File: src/rtl/spi_pixel_framebuffer.sv
// Double-buffered pixel store between the SPI byte receiver and a
// WS281x-style serializer, with frame commit/cancel and overflow flag.
module spi_pixel_framebuffer #(
    parameter int NUM_LEDS      = 8,
    parameter int BYTES_PER_LED = 3,
    parameter int ORDER         = 0,
    localparam int DEPTH = NUM_LEDS * BYTES_PER_LED,
    localparam int AW    = (NUM_LEDS > 1) ? $clog2(NUM_LEDS) : 1,
    localparam int CW    = $clog2(DEPTH) + 1
) (
    input  logic          clk,
    input  logic          reset,
    input  logic          frame_start,
    input  logic          frame_end,
    input  logic [7:0]    rx_data,
    input  logic          rx_valid,
    input  logic          frame_sync,
    input  logic          pix_req,
    input  logic [AW-1:0] pix_addr,
    output logic [7:0]    pix_red,
    output logic [7:0]    pix_green,
    output logic [7:0]    pix_blue,
    output logic [7:0]    pix_white,
    output logic          pix_valid,
    output logic          disp_bank,
    output logic          commit_pending,
    output logic          overflow
);

    localparam int IW = CW - 1;
    localparam logic [CW-1:0] DEPTH_C = CW'(DEPTH);
    localparam logic [CW-1:0] NLEDS_C = CW'(NUM_LEDS);
    localparam logic [CW-1:0] BPL_C   = CW'(BYTES_PER_LED);

    typedef enum logic {IDLE, COLLECT} state_t;

    state_t        state;
    state_t        state_next;
    logic [7:0]    mem [2][DEPTH];
    logic [CW-1:0] count [2];
    logic [CW-1:0] index;
    logic [CW-1:0] wr_index;
    logic [CW-1:0] final_index;
    logic          store;
    logic          drop;
    logic          close;
    logic          swap;
    logic          write_bank;
    logic [CW-1:0] base;
    logic          in_range;
    logic [7:0]    rd [4];
    logic [7:0]    red_next;
    logic [7:0]    green_next;
    logic [7:0]    blue_next;
    logic [7:0]    white_next;

    assign write_bank  = ~disp_bank;
    assign final_index = wr_index + CW'(store);
    // A frame_start cancels any pending commit, so it also blocks the swap.
    assign swap = frame_sync && commit_pending && !frame_start;

    // Collector state register.
    always_ff @(posedge clk or posedge reset) begin
        if (reset) state <= IDLE;
        else       state <= state_next;
    end

    // Collector next-state: frame_start always (re)opens a frame.
    always_comb begin
        state_next = state;
        unique case (state)
            IDLE:    if (frame_start) state_next = COLLECT;
            COLLECT: begin
                if (frame_start)    state_next = COLLECT;
                else if (frame_end) state_next = IDLE;
            end
            default: state_next = IDLE;
        endcase
    end

    // Collector decode: byte store, byte drop and frame close strobes.
    always_comb begin
        wr_index = frame_start ? '0 : index;
        store    = 1'b0;
        drop     = 1'b0;
        close    = 1'b0;
        if (frame_start) begin
            store = rx_valid;
        end else if (state == COLLECT) begin
            store = rx_valid && (index < DEPTH_C);
            drop  = rx_valid && (index == DEPTH_C);
            close = frame_end;
        end
    end

    // Frame bookkeeping: index, overflow, counts, commit and bank swap.
    always_ff @(posedge clk or posedge reset) begin
        if (reset) begin
            index          <= '0;
            overflow       <= 1'b0;
            commit_pending <= 1'b0;
            disp_bank      <= 1'b0;
            count[0]       <= '0;
            count[1]       <= '0;
        end else begin
            if (frame_start || store) index <= final_index;
            if (frame_start)  overflow <= 1'b0;
            else if (drop)    overflow <= 1'b1;
            if (swap) begin
                disp_bank      <= ~disp_bank;
                commit_pending <= 1'b0;
            end
            if (frame_start) begin
                commit_pending <= 1'b0;
            end else if (close && final_index != '0) begin
                count[write_bank] <= final_index;
                commit_pending    <= 1'b1;
            end
        end
    end

    // Pixel storage; contents are don't-care until a count covers them.
    always_ff @(posedge clk) begin
        if (store) mem[write_bank][IW'(wr_index)] <= rx_data;
    end

    // Read decode: bytes past the display count or past the chain read 0.
    always_comb begin
        base     = CW'(pix_addr) * BPL_C;
        in_range = CW'(pix_addr) < NLEDS_C;
        for (int k = 0; k < 4; k++) begin
            rd[k] = 8'h00;
            if (k < BYTES_PER_LED && in_range
                && (base + CW'(k)) < count[disp_bank])
                rd[k] = mem[disp_bank][IW'(base + CW'(k))];
        end
        if (ORDER == 0) begin
            green_next = rd[0];
            red_next   = rd[1];
        end else begin
            red_next   = rd[0];
            green_next = rd[1];
        end
        blue_next  = rd[2];
        white_next = (BYTES_PER_LED == 4) ? rd[3] : 8'h00;
    end

    // Registered read port; colours hold between requests.
    always_ff @(posedge clk or posedge reset) begin
        if (reset) begin
            pix_valid <= 1'b0;
            pix_red   <= 8'h00;
            pix_green <= 8'h00;
            pix_blue  <= 8'h00;
            pix_white <= 8'h00;
        end else begin
            pix_valid <= pix_req;
            if (pix_req) begin
                pix_red   <= red_next;
                pix_green <= green_next;
                pix_blue  <= blue_next;
                pix_white <= white_next;
            end
        end
    end

endmodule

File: config.mk
export PLATFORM = sky130hd
export DESIGN_NAME = spi_pixel_framebuffer
export DESIGN_NICKNAME = d
export VERILOG_FILES = /design/src/rtl/spi_pixel_framebuffer.sv
export SDC_FILE = /design/constraint.sdc
export NUM_CORES = 1
export LEC_CHECK = 0
export ABC_AREA = 1
export CAP_MARGIN = 10
export CORE_MARGIN = 4
export CORE_UTILIZATION = 35
export CTS_CLUSTER_SIZE = 28
export DETAILED_ROUTE_END_ITERATION = 6
export MAX_ROUTING_LAYER = met4
export PLACE_DENSITY_LB_ADDON = 0.1
export SLEW_MARGIN = 40
export SYNTH_ARGS = -nofsm -noshare
export SYNTH_HDL_FRONTEND = slang
export SYNTH_SLANG_ARGS = --single-unit
File: constraint.sdc
create_clock -name clk -period 2.5 [get_ports clk]
set_clock_uncertainty 0.2 [all_clocks]
set_input_delay 0.625 -clock clk [delete_from_list [all_inputs] [get_ports clk]]
set_output_delay 0.625 -clock clk [all_outputs]
set_load 0.01 [all_outputs]
; Word level (Yosys, flattened, before mapping)
; Memory sizes are Yosys's and may differ from the RTL's.
; Index checks and enable logic that the tools add are counted.
[word_totals]
reg_bits = 47
mem_bits_rw = 384
out_inout_bits = 36
word_cells = 89
n_memories = 1
[classes]
addsub = 3
n_mul = 1
order_cmp = 12
eq_ne = 1
n_mux = 38
n_bitwise = 9
n_reduce_logical = 13
[memory_table]
columns = memory, words, width, read_ports, rd_clocked_by_memory_dff, write_ports, line
row1 = mem, 2, 192, 1, 0, 1, 39  ; logic [7:0] mem [2][DEPTH];
[ops]
columns = cell, count
row1 = 192-bit two-way mux, 1
row2 = 8-bit binary-select mux with 5-bit select, 3
row3 = 8-bit two-way mux, 10
row4 = 8-bit demux with 5-bit select, 1
row5 = 6-bit two-way mux, 5
row6 = "6-bit greater-or-equal comparator, second input constant", 4
row7 = 5-bit NOT with 6-bit output, 4
row8 = 1-bit two-way mux, 15
row9 = 12-bit bitwise mux, 1
row10 = 6-bit < comparator, 2
row11 = 1-bit logical AND, 7
row12 = "5-bit by 1-bit adder with 6-bit output, second input constant", 1
row13 = "5-bit by 2-bit adder with 6-bit output, second input constant", 1
row14 = 6-bit by 1-bit adder with 6-bit output, 1
row15 = 6-bit demux with 1-bit select, 1
row16 = "6-bit by 5-bit == test with 1-bit output, second input constant", 1
row17 = 5-bit by 6-bit < comparator with 1-bit output, 1
row18 = "6-bit by 1-bit < comparator with 1-bit output, second input constant", 1
row19 = "6-bit by 5-bit < comparator with 1-bit output, second input constant", 1
row20 = 6-bit nonzero test, 1
row21 = "3-bit by 2-bit multiplier with 5-bit output, second input constant", 1
row22 = "2-bit greater-or-equal comparator, second input constant", 2
row23 = 1-bit NOT with 2-bit output, 2
row24 = 1-bit NOT, 3
row25 = other kinds (7), 7

; Depth between registers and ports, before layout
[logic_depth]
word_depth = 9
ltp_mapped = 20
mapped_depth_nobuf = 19

; Worst setup path after synthesis
; OpenSTA, ideal clock, no wires.
[synth_path]
kind = in2reg
start = input pix_addr[0]
end = register pix_blue[3]
setup_time_ns = 0.065
arrival_time_ns = 3.487
required_time_ns = 2.235
setup_slack_ns = -1.252
stages = 19
path_buffers = 2
path_cell_list = ha_1 -> inv_1 -> fa_1 -> clkinv_1 -> clkbuf_1 -> ha_1 -> inv_1 -> nand2_1 -> nand2_1 -> inv_1 -> buf_2 -> ha_1 -> a21oi_1 -> o21ai_0 -> nor2_1 -> nand2_1 -> a21oi_1 -> nand3_1 -> nand2_1
[synth_between]
elab_chain_cells = 7
elab_cells_between_ends = 8
[synth_rtl]
columns = item, line
row1 = "start, declared", 19  ; input logic [AW-1:0] pix_addr,
row2 = 3-bit by 2-bit multiplier with 5-bit output *, 129  ; base = CW'(pix_addr) * BPL_C;
row3 = 5-bit by 2-bit adder with 6-bit output *, 135  ; rd[k] = mem[disp_bank][IW'(base + CW'(k))];
row4 = 5-bit NOT with 6-bit output (not written as such), 135
row5 = 8-bit binary-select mux with 5-bit select, 135
row6 = 8-bit two-way mux (not written as such) (2 in a row), 135
row7 = 8-bit two-way mux *, 133  ; if (k < BYTES_PER_LED && in_range
row8 = "end signal, assigned", 161  ; pix_blue <= blue_next;
row9 = "end, declared", 22  ; output logic [7:0] pix_blue,
; Mark *: on every way between the ends. The rest lies on a longest branch, timed or not. The select of a mux whose other input is x is not followed.
; A chain may end at the register's enable or synchronous reset.

; Worst setup path after layout
[layout_path]
start = input pix_addr[0]
end = register pix_red[4]
[layout_between]
elab_chain_cells = 7
elab_cells_between_ends = 8
[layout_rtl]
columns = item, line
row1 = 3-bit by 2-bit multiplier with 5-bit output *, 129
row2 = 5-bit by 1-bit adder with 6-bit output *, 135
row3 = 5-bit NOT with 6-bit output (not written as such), 135
row4 = 8-bit binary-select mux with 5-bit select, 135
row5 = 8-bit two-way mux (not written as such) (2 in a row), 135
row6 = 8-bit two-way mux *, 133
row7 = "end signal, assigned", 159  ; pix_red <= red_next;
row8 = "end, declared", 20  ; output logic [7:0] pix_red,
; Marked as above.

==> qor.yml <==
maxCapViolCount: 0
layout_setup_ws_ns: -0.0748
nets: 2833
synthesis.instances: 2431
slew_at_the_pin_closest_to_its_max_slew_limit_ns: 0.748
cp_top_family: "adder cells"
grt_max_degree: 140
yosys-top-cells-area: "sky130_fd_sc_hd__edfxtp_1 (53%), sky130_fd_sc_hd__nand2_1 (13%), sky130_fd_sc_hd__nand3_1 (11%), sky130_fd_sc_hd__dfrtp_1 (5.4%), sky130_fd_sc_hd__o21ai_0 (3.1%)"
routabilityCongestion: 0.974
postSynthRegisterBits: 431
port_buffers: 45
via_count_of_the_first_global_routing_pass: 18200
detail_route.vias_per_cell: 5.25
fin_tns_setup_ns: -0.637
synth_ff_type: "sky130_fd_sc_hd__edfxtp_1"
critical-path-max-stage-delay_ns: 0.57
clock_insertion_delay_worst_skew_ns: 0.61
clockBufferDepth: 3
post-route-drc-count: 0
synth_sequential_area_ratio: 0.579
floorplan.die.width_um: 258
number_of_buffers_and_inverters_on_the_critical_path: 6
timing.critical_path.mode_cell: "sky130_fd_sc_hd__ha_4"
cts.htree.levels: 2
design.portCount: 54
endpoint_kind: "flop"
startpoint_type: "input pin"
postCtsHoldBufs: 0
ys_async_sr_fraction: 0.109
groute.usage.overall: 0.257
wl_per_cell_um: 23.6
synth_area_leader_cell: "sky130_fd_sc_hd__edfxtp_1"
reg2reg_to: "pix_red[4]"
cts_sinks: 431
fin_total_pwr_uw: 26700
die-height_um: 258
power.leakage_uw: 0.0119
syn2layout_area_growth_pct: 31.6
setup.worst_path.start: "pix_addr[0]"
critical_path.endpoint: "pix_red[4]"
timing.reg2reg.worst_path_depth: 12
fmax_ghz: 0.388
final_period_minus_worst_setup_slack_ns: 2.57
slew_headroom: 0.502
power.density_cell_area_mw_per_mm2: 924
initial_core_util: 0.355
violation_count_after_the_first_detailed_routing_iteration: 1915
timing_worst_setup_path_type: "in2reg"
run_status: "finished with violations"
wl_um: 86500
initial_antenna_violation_count: 2
hold_path_class: "in2async"
globalRoute.totalOverflow: 0
worst_ep_arrival_time_ns: 2.92
synth.avg_cell_area_um2: 9.02
grt_setup_unrepaired: "true"
final_max_slew_viols: 0
post-synth-top-area-fraction: 0.526
cpMaxStageDelayCell: "sky130_fd_sc_hd__fa_2"
route.antenna.remaining_nets: 0
vias: 19300
setup_viol: 17
row_count: 91
min_period_over_period: 1.03
yosysWarnings: 0
violations_in_the_final_reports: "negative setup slack"
synth_edf_count: 384
hold_ws_ns: 0.183
first_pass_grt_wire_length_um: 123000
synthesis.area_mm2: 0.0219
r2r-start: "disp_bank"
synth.distinct_cells: 45
post-dp-hpwl_um: 60100
die_area_mm2: 0.0667
cts_tree: "done"
crit_cells: 17
final_hold_viol_count: 0
finish.instance_area_mm2: 0.0289
design.core.area_mm2: 0.0618
final_layout_size_suffix_gt1_frac: 0.254
placed_cell_area_mm2: 0.0261
path_cells: "buf_8 > ha_4 > inv_2 > fa_2 > clkinv_4 > ha_4 > inv_2 > o21ai_1 > nand2_2 > inv_4 > ha_4 > a21oi_4 > o21ai_2 > a211oi_2 > buf_6 > nand3_1 > nand2_1"
reg2reg_slack_ns: -0.04
required_ns: 2.85
crit_path_max_fanout: 8
path_clk_slew_ns: 0.06
tritoncts.num_buffers: 49
drt_pass1_iterations: 6
vdd_drop_max_uv: 491
final_core_util: 0.467
cts.root.buffer_cell: "sky130_fd_sc_hd__clkbuf_16"
[cells in the mapped netlist, drive strengths merged, types with 4 or more instances]
cell and n:
a21oi 34, and2 4, buf 116, clkbuf 33, dfrtp 47, edfxtp 384, ha 21, inv 113
mux2i 4, nand2 789, nand3 465, nand4 18, nor2 127, nor3 25, o211ai 47, o21a 4
o21ai 151, o22ai 4, or2 28, xor2 4
[layout by cell type, fill, tap and decap left out, types with 6 or more instances in the layout]
| cell type | instances |
|---|---|
| sky130_fd_sc_hd__conb_1 | 8 |
| sky130_fd_sc_hd__clkbuf_16 | 56 |
| sky130_fd_sc_hd__clkdlybuf4s50_1 | 30 |
| sky130_fd_sc_hd__dfrtp_1 | 42 |
| sky130_fd_sc_hd__o21ai_1 | 38 |
| sky130_fd_sc_hd__nand3_2 | 49 |
| sky130_fd_sc_hd__nand4_1 | 18 |
| sky130_fd_sc_hd__a21oi_2 | 11 |
| sky130_fd_sc_hd__nand3_4 | 6 |
| sky130_fd_sc_hd__nor2_2 | 13 |
| sky130_fd_sc_hd__ha_4 | 10 |
| sky130_fd_sc_hd__nor3_2 | 11 |
| sky130_fd_sc_hd__nand3_1 | 410 |
| sky130_fd_sc_hd__ha_1 | 10 |
| sky130_fd_sc_hd__clkbuf_1 | 11 |
| sky130_fd_sc_hd__inv_1 | 94 |
| sky130_fd_sc_hd__buf_4 | 338 |
| sky130_fd_sc_hd__buf_6 | 19 |
| sky130_fd_sc_hd__o21ai_0 | 101 |
| sky130_fd_sc_hd__nor2_1 | 112 |
| sky130_fd_sc_hd__clkinv_2 | 13 |
| sky130_fd_sc_hd__buf_12 | 40 |
| sky130_fd_sc_hd__o21ai_2 | 11 |
| sky130_fd_sc_hd__nand2_1 | 737 |
| sky130_fd_sc_hd__o211ai_1 | 47 |
| sky130_fd_sc_hd__buf_2 | 9 |
| sky130_fd_sc_hd__edfxtp_1 | 384 |
| sky130_fd_sc_hd__nand2_2 | 50 |
| sky130_fd_sc_hd__inv_2 | 14 |
| sky130_fd_sc_hd__a21oi_1 | 22 |
| sky130_fd_sc_hd__or2_2 | 25 |
| sky130_fd_sc_hd__nor3_1 | 13 |
[state kept, by name (all words and copies together), names as in the netlist]
name            flops
pix_valid           1
pix_red             8
pix_green           8
pix_blue            8
mem               384
index               6
overflow            1
state               1
count              12
disp_bank           1
commit_pending      1
[cell type report]
cell class	count	area (µm²)
fill	5963	32900
multi-input combinational	1743	8890
clock buffer	62	1290
tap	837	1050
timing repair buffer	453	4250
inverter	115	459
antenna	2	5.00
clock inverter	27	216
sequential	431	12700
[metrics by stage]
step / cells / setup WS, ns
global route: 3670 / -0.221
finish: 3670 / -0.0748
floorplan: 2438 / -0.829
detailed placement: 3538 / -1.54
CTS: 3643 / -0.0201
global placement: 3538 / -1.55
[worst min-delay path by stage]
stage	to	slack, ns
2_1_floorplan	count[11]	0.23
3_3_place_gp	count[11]	0.25
3_5_place_dp	count[9]	0.26
4_1_cts	overflow	0.16
5_1_grt	index[3]	0.18
6_report	state	0.18
[where the power goes]
part / internal (µW) / switching [µW] / leakage [µW]
clock: 3890 / 2990 / 0.000741
combinational: 4550 / 6830 / 0.00713
sequential: 8130 / 279 / 0.00407
[worst min-delay path, stage by stage]
cell,delay [ns]
sky130_fd_sc_hd__clkdlybuf4s50_1,0.42
sky130_fd_sc_hd__inv_2,0.07
sky130_fd_sc_hd__buf_12,0.26
[cell families (layout without fill, tap and decap cells)]
kind of cell / after synthesis / after routing / share of synthesized area
other cells: 1 / 10 / 0.000171
simple gates: 1460 / 1460 / 0.288
xor+xnor: 6 / 6 / 0.00342
buf+inv: 264 / 657 / 0.0524
fa+ha+maj: 22 / 22 / 0.0129
flops: 431 / 431 / 0.579
mux: 4 / 4 / 0.00183
compound gates: 243 / 243 / 0.0621
[routing by layer]
layer / wire, µm / GRT usage / up-vias
li1: - / - / 9079
met1: 39800 / 0.367 / 9405
met2: 38000 / 0.377 / 690
met3: 6840 / 0.0573 / 109
met4: 1940 / 0.0595 / 0
met5: 0 / - / -
[timing repair]
action                     CTS  global route
setup endpoints to repair   34            87
cloned                       1            10
buffers inserted            15            17
pin swaps                   21            60
gates resized for setup     73           157
(Power assumes the default switching activity.)
